## config.mk

```make
export PLATFORM = sky130hd
export DESIGN_NAME = serial_ripple_subtractor
export DESIGN_NICKNAME = d
export VERILOG_FILES = /design/src/rtl/serial_ripple_subtractor.sv
export SDC_FILE = /design/constraint.sdc
export NUM_CORES = 1
export LEC_CHECK = 0
export CORE_MARGIN = 10
export CORE_UTILIZATION = 35
export DETAILED_ROUTE_END_ITERATION = 10
export PLACE_DENSITY = 0.62
export RECOVER_POWER = 25
export SYNTH_ARGS = -nofsm -noshare
export SYNTH_HDL_FRONTEND = slang
export SYNTH_SLANG_ARGS = --single-unit
```

## constraint.sdc

```tcl
create_clock -name clk -period 1.55 [get_ports clk]
set_input_delay 0.2325 -clock clk [delete_from_list [all_inputs] [get_ports clk]]
set_output_delay 0.2325 -clock clk [all_outputs]
set_load 0.01 [all_outputs]
```

## src/rtl/serial_ripple_subtractor.sv

```systemverilog
// serial_ripple_subtractor: bit-serial a - b - bin, LSB first, one full-subtractor cell over WIDTH cycles.
// Define SUB_OVERFLOW_EN to add the registered two's-complement overflow output ovf.
module serial_ripple_subtractor #(
    parameter int WIDTH = 4
) (
    input  logic             clk,
    input  logic             rst_n,
    input  logic             start,
    input  logic [WIDTH-1:0] a,
    input  logic [WIDTH-1:0] b,
    input  logic             bin,
    output logic             busy,
    output logic             done,
    output logic [WIDTH-1:0] diff,
    output logic             bout
`ifdef SUB_OVERFLOW_EN
    ,
    output logic             ovf
`endif
);
    localparam int CW = (WIDTH > 2) ? $clog2(WIDTH) : 1;
    localparam logic [1:0] IDLE = 2'd0, RUN = 2'd1, DONE = 2'd2;

    logic [1:0]       state;
    logic [WIDTH-1:0] sa, sb, res;
    logic             br, d, br_next;
    logic [CW-1:0]    cnt;

    always_comb begin
        d       = sa[0] ^ sb[0] ^ br;
        br_next = (~sa[0] & sb[0]) | (~sa[0] & br) | (sb[0] & br);
    end

    assign busy = state != IDLE;
    assign done = state == DONE;

    always_ff @(posedge clk or negedge rst_n) begin
        if (!rst_n) begin
            state <= IDLE;
            sa    <= '0;
            sb    <= '0;
            res   <= '0;
            br    <= 1'b0;
            cnt   <= '0;
            diff  <= '0;
            bout  <= 1'b0;
`ifdef SUB_OVERFLOW_EN
            ovf   <= 1'b0;
`endif
        end else begin
            case (state)
                IDLE: if (start) begin
                    sa    <= a;
                    sb    <= b;
                    br    <= bin;
                    cnt   <= '0;
                    state <= RUN;
                end
                RUN: begin
                    sa  <= sa >> 1;
                    sb  <= sb >> 1;
                    res <= {d, res[WIDTH-1:1]};
                    br  <= br_next;
                    cnt <= cnt + 1'b1;
                    if (cnt == CW'(WIDTH - 1)) begin
                        diff  <= {d, res[WIDTH-1:1]};
                        bout  <= br_next;
`ifdef SUB_OVERFLOW_EN
                        // On the last bit sa[0]/sb[0] hold the operand sign bits.
                        ovf   <= (sa[0] != sb[0]) && (d != sa[0]);
`endif
                        state <= DONE;
                    end
                end
                DONE:    state <= IDLE;
                default: state <= IDLE;
            endcase
        end
    end
endmodule

```

Word-level counts from Yosys, hierarchy flattened
Index checks and enable logic that the tools add are counted.

storage, ports and cells
  register bits after elaboration = 22
  output and inout port bits = 7

operators by class
  add/subtract/negate cells = 1
  equality and inequality tests = 5
  muxes and demuxes = 11
  bitwise gates (word level) = 8
  reductions and logical operators = 6

operators with widths
  cell                                            number
  case mux 4 bit (2 select lines)                 2
  two-way mux 4 bit                               2
  case mux 2 bit (2 select lines)                 2
  two-way mux 2 bit                               3
  AND reduction 2 bit                             3
  == test 2 bit (second input constant)           2
  inequality test 2 bit (second input constant)   2
  nonzero test 2 bit                              2
  bitwise AND 1 bit                               3
  adder 2 x 1 -> 2 bit (second input constant)    1
  == test 2 x 1 -> 1 bit (second input constant)  1
  logical NOT 2 bit                               1
  bitwise OR 1 bit                                2
  case mux 1 bit (2 select lines)                 1
  XOR 1 bit                                       2
  two-way mux 1 bit                               1
  NOT 1 bit                                       1

Depth between registers and ports, before layout
  word-level depth = 5
  mapped depth = 4

Worst setup path after synthesis
OpenSTA, ideal clock, no wires.

  path kind = reg-to-reg
  from = register cnt[0]
  to = register bout
  data arrival time = 1.119 ns
  path slack = 0.306 ns
  cell stages (with the launch flop) = 4
  cells stage by stage = dfrtp_1 -> ha_1 -> nand3b_1 -> mux2_2

between the ends
  longest elaborated chain between the ends = 2

RTL lines
  what                                  RTL line  RTL
  start: declaration                    27        logic [CW-1:0] cnt;
  start signal: assignment              64        cnt <= cnt + 1'b1;
  == test 2 bit                         65        if (cnt == CW'(WIDTH - 1)) begin
  AND reduction 2 bit (no source line)  n/a
  end signal: assignment                67        bout <= br_next;
  end: declaration                      15        output logic bout

No other way between the ends.
A chain may end at the register's enable or synchronous reset.

Worst setup path in the final report
  from = register diff[3]
  to = output diff[3]

RTL lines
  what                      RTL line  RTL
  start: declaration        14        output logic [WIDTH-1:0] diff,
  start signal: assignment  66        diff <= {d, res[WIDTH-1:1]};

No word-level cell between the ends.

==> flow_summary_export.csv <==
group,metric,value,unit
run_status,status,"finished, final reports clean",
worst_setup_path,crit_type,"reg -> out",
floorplanning,io_pins,19,
yosys,ys.flop_type,"dfrtp_1",
cells_and_area,fin_nets,114,
worst_setup_path,end_kind,"primary output",
timing,min_period,1.44,ns
grt,antenna_found_initial,0,
worst_setup_path,critical_path.cell_chain,"clkdlybuf4s50_1",
floorplanning,initial_utilization,0.361,
floorplanning,rows,19,
timing,rsz0062_at_grt,"no",
timing,max_freq,696,MHz
worst_setup_path,r2r-end,"diff[0]$_DFFE_PN0P_",
timing,drv_slew,0,
grt,grt_pass1_vias,740,
worst_setup_path,reg2reg_slack,0.12,ns
worst_setup_path,r2r-start,"state[1]$_DFFE_PN0P_",
yosys,yosysWarningCount,0,
worst_setup_path,startpoint,"diff[3]$_DFFE_PN0P_",
yosys,synth.avg_cell_area,13.1,um2
worst_setup_path,reg2regPathDepth,3,
routing,first_pass_iters,4,
yosys,synth_most_common_cell,"dfrtp_1",
place,hpwl,1.50,mm
worst_hold_path,whs_endpoint,"cnt[0]$_DFFE_PN0P_",
timing,setup_slack,0.113,ns
yosys,yosys-top-cells-area,"dfrtp_1 54%, mux2_2 6.9%, o221a_2 4.6%",
grt,grt_first_pass_wirelength,3.48,mm
place,gp_congestion,0.780,
clock_tree,postCtsHoldBufs,0,
timing,fin_skew,0.00390,ns
yosys,syn_nets,89,
clock_tree,cts_max_level,1,
routing,vias,678,
grt,grt_max_degree,22,
floorplanning,coreArea,2710,um2
worst_setup_path,startpoint_type,"register",
yosys,synth_common_cells,"21 x dfrtp_1, 6 x inv_1, 6 x mux2_2",
cells_and_area,drive_above_1_share,0.232,
power_and_ir_drop,ir_worst_vdd,0.882,mV
yosys,syn_area,980,um2
yosys,synth_edf_count,0,
worst_setup_path,required,1.32,ns
yosys,synth_top_cell_by_area,"dfrtp_1",
clock_tree,cts_inserted_buffers,3,
worst_setup_path,worstPathArrival,1.20,ns
yosys,synth_async_sr_flop_share,1.00,
yosys,synth_cells,75,
yosys,ys_ff_latch,21,
floorplanning,die_area,5320,um2
clock_tree,cts_tree,"built",
floorplanning,die_h,72.9,um
yosys,yosysUniqueCellTypes,28,
timing,setup_viol,0,
timing,finalHoldViolCount,0,
clock_tree,numClockSinks,21,
routing,drc,0,
run,drv_cap,0,
clock_tree,cts_root_buf,"clkbuf_4",
worst_setup_path,max_stage_delay,0.54,ns
floorplanning,die_x,72.9,um
clock_tree,clkLatencyLatePin,0.30,ns
routing,wl,1.97,mm
yosys,synth_top_area_frac,0.536,
grt,grt_usage,0.0821,
grt,grt-ovfl-total,0,
worst_hold_path,min-delay-start,"cnt[0]$_DFFE_PN0P_",
place,dp_slack,-0.0399,ns
worst_hold_path,hold_path.class,"reg -> reg",
cells_and_area,syn_to_final_growth,25.7,%
cells_and_area,antennaDiodeCount,0,
place,port_buffers,18,
timing,max_slew.worst_pin.slew,1.13,ns
routing,dr.first_iter.drc_count,27,
worst_hold_path,hold_depth,1,
timing,relSlewSlack,0.245,
place,placed_area,1210,um2
routing,wl_per_cell,15.1,um
timing,period_share,0.927,
worst_setup_path,worst_path_max_delay_cell,"clkdlybuf4s50_1",
routing,vias_per_cell,5.22,
clock_tree,path_clk_slew,0.12,ns
power_and_ir_drop,p_per_area,1890,nW/um2
routing,ant_nets,0,
worst_setup_path,path_max_fanout,2,
worst_setup_path,cp_num_buf_inv,1,
worst_setup_path,crit_family,"buffers and inverters",
power_and_ir_drop,p_leak,0.546,nW
clock_tree,clock_path_buffers,2,
cells_and_area,design_area,1230,um2
yosys,ys_seq_area_frac,0.536,
## worst max-delay path by stage
stage	endpoint	slack [ns]	cells past startpoint
final	diff[3]	0.11	1
after global routing	bout	0.03	1
after CTS	busy	0.004	2
after detailed placement	sa[2]$_DFFE_PN0P_	-0.04	5
after global placement	sb[2]$_DFFE_PN0P_	0.03	3
after floorplan	bout$_DFFE_PN0P_	0.31	3
## area by class of cell
class,instances,area [um2]
clock buffer,4,26.3
fill,272,1480
inverter,6,22.5
multi-input combinational,43,395
sequential,21,526
tap,31,38.8
timing repair buffer,25,223
## layer usage
| metal | share of wire | GRT usage |
|---|---|---|
| met3 | 0.088 | 0.0354 |
| met5 | 0 | 0 |
| met1 | 0.46 | 0.103 |
| met2 | 0.45 | 0.121 |
| met4 | 0 | 0.0316 |
## power by group
part / switching [W] / internal [W] / total, W
sequential: 0.000146 / 0.000816 / 0.000962
clock: 0.000164 / 0.000100 / 0.000265
combinational: 0.000476 / 0.000629 / 0.00111
## state kept, by name (all words and copies together) (netlist names)
register	cells
diff	4
sa	4
sb	4
res	3
cnt	2
state	2
bout	1
br	1
## stage by stage
step                      hold slack (ns)  TNS, ns   util  std cells  power (W)
after floorplan                   -0.0631        0      -         75    0.00172
final                               0.490        0  0.454        130    0.00233
after detailed placement            0.482  -0.0566  0.446        125    0.00211
after global placement              0.475        0  0.446        125    0.00207
after CTS                           0.262        0  0.458        130    0.00239
after global routing                0.500        0  0.454        130    0.00255
## logic make-up after synthesis
logic type | count (synthesis) | share of synthesized area
mux | 9 | 0.0996
fa+ha+maj | 2 | 0.0332
buf+inv | 11 | 0.0600
compound gates | 13 | 0.125
flops | 21 | 0.536
simple gates | 19 | 0.146
## layout by cell type, fill, tap and decap left out
cell,n
a211oi_1,1
a21oi_1,1
a221oi_1,2
a22o_1,1
and2b_1,1
buf_4,6
clkbuf_1,2
clkbuf_2,1
clkbuf_4,3
clkdlybuf4s50_1,16
dfrtp_1,21
dlygate4sd2_1,1
fa_1,1
ha_1,1
inv_1,6
mux2_2,6
mux2i_1,3
nand2_1,2
nand2b_1,4
nand3b_1,1
nor2b_1,1
nor3b_1,1
nor4b_1,3
o211ai_2,1
o21ba_2,1
o21bai_1,1
o221a_2,4
o2bb2ai_1,1
or2_2,1
or3b_1,1
or4b_1,4
## repair_timing
action / 4_1_cts / 5_1_grt
gates resized for setup: 3 / 1
setup endpoints to repair: 2 / 1
buffers inserted: 1 / 0
No activity file was read; power rests on OpenSTA's default activity.
